--- src/rtl/bch_encoder_serial.sv ---
// Bit-serial systematic BCH(15,7) encoder: shifts the message MSB-first through
// a division LFSR and presents {message, parity} over a valid/ready handshake.
`timescale 1ns/1ps
module bch_encoder_serial #(
  parameter int          MSG_W    = 7,
  parameter int          PAR_W    = 8,
  parameter logic [8:0]  GEN_POLY = 9'b111010001
) (
  input  logic                     clk,
  input  logic                     rst,
  input  logic                     in_valid,
  output logic                     in_ready,
  input  logic [MSG_W-1:0]         in_msg,
  output logic                     out_valid,
  input  logic                     out_ready,
  output logic [MSG_W+PAR_W-1:0]   out_codeword,
  output logic                     busy
);

  typedef enum logic [1:0] {IDLE, SHIFT, DONE} state_t;

  state_t             state;
  logic [2:0]         cnt;
  logic [PAR_W-1:0]   lfsr;
  logic [MSG_W-1:0]   msg_reg;

  logic [2:0]         bit_idx;
  logic               fb;
  logic [PAR_W-1:0]   lfsr_next;

  // Message bits enter highest degree first; the x^8 term of g(x) is implicit
  // in the bit shifted out of lfsr[7].
  always_comb begin
    bit_idx   = 3'(MSG_W - 1) - cnt;
    fb        = msg_reg[bit_idx] ^ lfsr[PAR_W-1];
    lfsr_next = {lfsr[PAR_W-2:0], 1'b0} ^ (fb ? GEN_POLY[PAR_W-1:0] : '0);
  end

  assign in_ready = (state == IDLE);
  assign busy     = (state != IDLE);

  always_ff @(posedge clk or posedge rst) begin
    if (rst) begin
      state        <= IDLE;
      cnt          <= '0;
      lfsr         <= '0;
      msg_reg      <= '0;
      out_valid    <= 1'b0;
      out_codeword <= '0;
    end else begin
      case (state)
        IDLE: begin
          out_valid    <= 1'b0;
          out_codeword <= '0;
          if (in_valid) begin
            msg_reg <= in_msg;
            lfsr    <= '0;
            cnt     <= '0;
            state   <= SHIFT;
          end
        end
        SHIFT: begin
          if (cnt == 3'd7) begin
            // Counter overran the message length: abandon this encode.
            state <= IDLE;
            cnt   <= '0;
            lfsr  <= '0;
          end else begin
            lfsr <= lfsr_next;
            cnt  <= cnt + 3'd1;
            if (cnt == 3'(MSG_W - 1)) begin
              state        <= DONE;
              out_valid    <= 1'b1;
              out_codeword <= {msg_reg, lfsr_next};
            end
          end
        end
        DONE: begin
          if (out_ready) begin
            state        <= IDLE;
            out_valid    <= 1'b0;
            out_codeword <= '0;
          end
        end
        default: begin
          state        <= IDLE;
          cnt          <= '0;
          lfsr         <= '0;
          out_valid    <= 1'b0;
          out_codeword <= '0;
        end
      endcase
    end
  end

endmodule
--- config.mk ---
export PLATFORM = sky130hd
export DESIGN_NAME = bch_encoder_serial
export DESIGN_NICKNAME = d
export VERILOG_FILES = /design/src/rtl/bch_encoder_serial.sv
export SDC_FILE = /design/constraint.sdc
export NUM_CORES = 1
export LEC_CHECK = 0
export BUFFER_PORTS_ARGS = -buffer_cell sky130_fd_sc_hd__clkbuf_2
export CORE_ASPECT_RATIO = 1.75
export CORE_UTILIZATION = 49
export CTS_CLUSTER_DIAMETER = 60
export DETAILED_ROUTE_END_ITERATION = 8
export GPL_ROUTABILITY_DRIVEN = 1
export PLACE_DENSITY = 0.83
export SYNTH_ARGS = -nofsm -noshare
export SYNTH_HDL_FRONTEND = slang
export SYNTH_SLANG_ARGS = --single-unit
--- constraint.sdc ---
create_clock -name clk -period 2 [get_ports clk]
set_input_delay 0.2 -clock clk [delete_from_list [all_inputs] [get_ports clk]]
set_output_delay 0.2 -clock clk [all_outputs]
set_load 0.01 [all_outputs]
# Word level (Yosys, flattened, before mapping)
# Cells that the tools add are included.
# W data, S select, Z words.
# totals
output_inout_bits	18
word_cells	49
input_bits	11
regBits	36
# classes
n_reduce_logical	6
n_eq_ne	9
n_addsub	2
n_bitwise	3
magnitude_cmp	1
mux	22
# ops
op	count
$mux W15	3
$pmux W15 S2	1
$mux W8	3
$pmux W8 S3	1
$pmux W3 S3	1
$mux W2	4
$ne A2 B2 Y1 const B	4
$xor A8 B8 Y8	1
$eq A3 B3 Y1 const B	2
$mux W3	2
$pmux W2 S3	1
$reduce_and A3 Y1	2
$lt A3 B4 Y1 const B	1
$mux W1	4
$reduce_and A2 Y1	2
$add A3 B1 Y3 const B	1
$bmux W1 S3	1
$ne A3 B3 Y1 const B	1
$sub A3 B3 Y3 const A	1
$eq A2 B1 Y1 const B	1
$eq A2 B2 Y1 const B	1
$logic_not A2 Y1	1
$pmux W1 S2	1
$reduce_bool A2 Y1	1
2 further kinds	2

# Logic depth before layout (Yosys ltp)
# logic_depth
depth_word	9
depth_mapped	8
ltp_nobuf	7

# Worst setup path after synthesis
# No wires, ideal clock.
# synth_path
kind	register to register
start	reg cnt[0]
end	reg out_codeword[4]
path_stages_with_launch	8
setup_ns	0.121
n_path_buf	0
required_ns	1.879
path_slack_ns	-0.184
arrival_time_ns	2.063
path_cell_list	dfrtp_1 -> inv_1 -> ha_1 -> mux4_2 -> or2_4 -> nand2_4 -> xnor3_1 -> a22o_1
# synth_between
elab_chain_cells	9
word_cells_on_any_way	14
# synth_lines
element	line_no	rtl
from (decl)	23	logic [2:0] cnt;
from (signal assigned)	70	cnt <= cnt + 3'd1;
$sub A3 B3 Y3	34	bit_idx = 3'(MSG_W - 1) - cnt;
$bmux W1 S3	35	fb = msg_reg[bit_idx] ^ lfsr[PAR_W-1];
$mux W1 (not written as such)	35	
$xor A1 B1 Y1	35	
$mux W8	36	lfsr_next = {lfsr[PAR_W-2:0], 1'b0} ^ (fb ? GEN_POLY[PAR_W-1:0] : '0);
$xor A8 B8 Y8	36	
$mux W15	71	if (cnt == 3'(MSG_W - 1)) begin
$mux W15	63	if (cnt == 3'd7) begin
$pmux W15 S2	51	case (state)
to (signal assigned)	74	out_codeword <= {msg_reg, lfsr_next};
to (decl)	16	output logic [MSG_W+PAR_W-1:0] out_codeword,
# Parallel ways exist; a longest one is shown, timed or not. The select of a mux whose other input is x is not followed.
# A chain may end at the register's enable or synchronous reset.

# Worst setup path in the final report
# layout_path
start	reg cnt[1]
end	reg out_codeword[6]
# The elaborated chain is that of the path after synthesis.

==> results.toml <==
[power_and_ir_drop]
intPower_mw = 2.42
comb_power_share_pct = 49.3
p_per_area_mw_per_mm2 = 1880
p_leak_nw = 1.02
power.share.sequential_pct = 33.8
max-vdd-ir-drop_mv = 1.43
p_clk_share_pct = 16.9
switching_share_pct = 35.5
switching_power_mw = 1.33
power_mw = 3.75

[grt]
antenna_found_initial = 0
track_usage_pct = 22.6
first_global_vias = 1198
grt-ovfl-total = 0
grt_max_degree = 37
grt_pass1_wl_um = 5600

[synth]
yosysSeqAreaShare_pct = 56.9
synth_nets = 137
synth_compound_area_share_pct = 15.3
avgSynthCellArea_um2 = 13.0
synthTopCellsByCount = "36 x dfrtp_1, 19 x a22o_1, 14 x nand2_1, 8 x mux2_2, 7 x o21ai_0"
synth_area_leaders = "dfrtp_1 57%, a22o_1 11%, mux2_2 5.7%"
synth_cell_types = 27
yosysTopAreaCell = "dfrtp_1"
synth_top_area_share_pct = 56.9
synthAdderAreaFrac_pct = 3.16
ys.flop_type = "dfrtp_1"
synth_area_mm2 = 0.00158
synth.most_common_cell = "dfrtp_1"
synth-seq-cells = 36
yosys_warnings = 0
yosys.area_share.xor_xnor_pct = 5.93
yosys.area_share.simple_pct = 7.83
synth_mux_area_share_pct = 7.75
synth_edf_count = 0
netlist_instances = 122
async_flop_share_pct = 100
synth_top_family_by_area = "compound AO/OA/AOI/OAI gates"

[critical_path]
cp-end-kind = "register"
critPathLaunch = "cnt[1]"
timing.rr.end = "out_codeword[6]"
cp-endpoint = "out_codeword[6]"
start_kind = "register"
cp_max_fo = 5
r2r.worst_path.cells = 6
ff2ff_setup_slack_ns = -0.08
worstPathArrival_ns = 2.27
critPathKind = "reg -> reg"
rr_startpoint = "cnt[1]"
required_ns = 2.19

[drt]
wl_per_cell_um = 14.5
drc = 0
vias = 1127
dr.pass1.iters = 4
vias_per_cell = 5.29
ant_nets = 0
drt-initial-drc-count = 31
totalWireLength_um = 3090

[cts]
postCtsSetupRepairBufs = 0
cts_tree = "done"
clk_pin_slew_worst_paths_ns = 0.07
insertion_delay_ns = 0.30
htree_num_levels = 2
cts-root-buf = "clkbuf_8"
clock_path_buffers = 2
numCtsBuffers = 5
cts.sinks = 36

[sta]
max_slew_margin_pct = 71.2
holdWs_ns = 0.139
tightest_slew_ns = 0.433
fmax_mhz = 481
finalCriticalPeriod_ns = 2.08
skew_ns = 0.00887
setup_ws_ns = -0.0812
drv_slew = 0
finalHoldViolCount = 0
final-setup-viol-count = 6
rsz0062_at_grt = "yes"
post-route-period-util_pct = 104

[floorplan]
die_y_um = 77.2
rows = 27
start_util_pct = 50.9
die_x_um = 45.0
pin_count = 29
coreArea_mm2 = 0.00311
die_area_mm2 = 0.00347

[placed_design]
hpwlAfterDp_um = 2330
place.port_buffers = 28
gp_congestion = 0.801

[min_path]
hold_path_class = "in -> reg"

[status]
violations = "setup timing"
status = "finished with violations"

[run]
cap_violations = 0

[final_layout]
largest_register_ffs = 15
nNetsFinal = 184
layout-drive-gt1-share_pct = 38.2
synthToLayoutAreaGrowth_pct = 26.2
antennaDiodeCount = 0
cells by family after synthesis:
logic type,count (synthesis)
flops,36
simple gates,25
compound gates,32
fa+ha+maj,4
mux,10
buf+inv,9
xor+xnor,6
metal layers:
| metal | vias to the layer above | track usage (%) | wire [µm] |
|---|---|---|---|
| met5 | - | 0 | 0 |
| met4 | 0 | 11.5 | 72 |
| met3 | 7 | 5.65 | 116 |
| met2 | 26 | 36.7 | 1730 |
| met1 | 564 | 26.3 | 1170 |
| li1 | 530 | - | - |
critical path, stage by stage (launching register included):
cell and delay, ns:
dfrtp_1 0.41, ha_4 0.29, mux4_2 0.48, or2_4 0.26
nand2_4 0.09, xnor3_1 0.24, a22o_1 0.20
cells in the final DEF (no fill, tap or decap), types with 2 or more instances in the layout:
cell      netlist  final
dfrtp_1        36     36
clkbuf_2        0     28
a22o_1         19     19
buf_4           2     15
nand2_1        14     14
mux2_2          8      8
o21ai_0         7      7
clkbuf_8        0      5
inv_1           5      4
nor2_1          3      3
xnor2_1         3      3
xnor3_1         3      3
ha_1            4      3
a21o_1          2      2
through the flow:
| step | std cells | cell area (µm²) | setup WS [ns] | util (%) | setup TNS, ns |
|---|---|---|---|---|---|
| after CTS | 213 | 2000 | -0.0844 | 64.3 | -0.312 |
| after floorplan | 122 | 1600 | -0.120 | - | -0.592 |
| after global routing | 213 | 2000 | -0.124 | 64.3 | -0.666 |
| after global placement | 204 | 1870 | -0.00773 | 60.2 | -0.0245 |
| final | 213 | 2000 | -0.0812 | 64.3 | -0.309 |
| after detailed placement | 204 | 1870 | -0.0978 | 60.2 | -0.385 |
what timing repair did:
action	CTS	global route
endpoints found under the hold margin	36	0
endpoints found under the setup margin	6	7
pin swaps	3	3
gates resized for setup	1	0
hold buffers	1	0
worst min-delay path by stage:
| stage | from | endpoint | slack, ns | depth (start not counted) |
|---|---|---|---|---|
| 2_1_floorplan | in_msg[0] | msg_reg[0] | 0.35 | 1 |
| 3_3_place_gp | rst | out_valid | 0.29 | 3 |
| 4_1_cts | in_msg[4] | msg_reg[4] | 0.14 | 2 |
| 6_report | in_msg[4] | msg_reg[4] | 0.14 | 2 |
| 3_5_place_dp | rst | out_codeword[0] | 0.31 | 3 |
| 5_1_grt | in_msg[1] | msg_reg[1] | 0.14 | 2 |
power by group through the flow:
stage               registers [mW]  clock network [mW]  logic (mW)
global route                  1.31               0.674        2.05
CTS                           1.27               0.644        1.87
detailed placement            1.28                   0        1.84
global placement              1.26                   0        1.77
finish                        1.27               0.635        1.85
floorplan                     1.26                   0        1.25
cell type report:
class	count	area, µm²
inverter	5	18.8
timing repair buffer	44	263
clock buffer	5	68.8
sequential	36	901
multi-input combinational	77	649
tap	43	53.8
fill	256	1110
clock inverter	3	42.5
(Power assumes the default switching activity.)
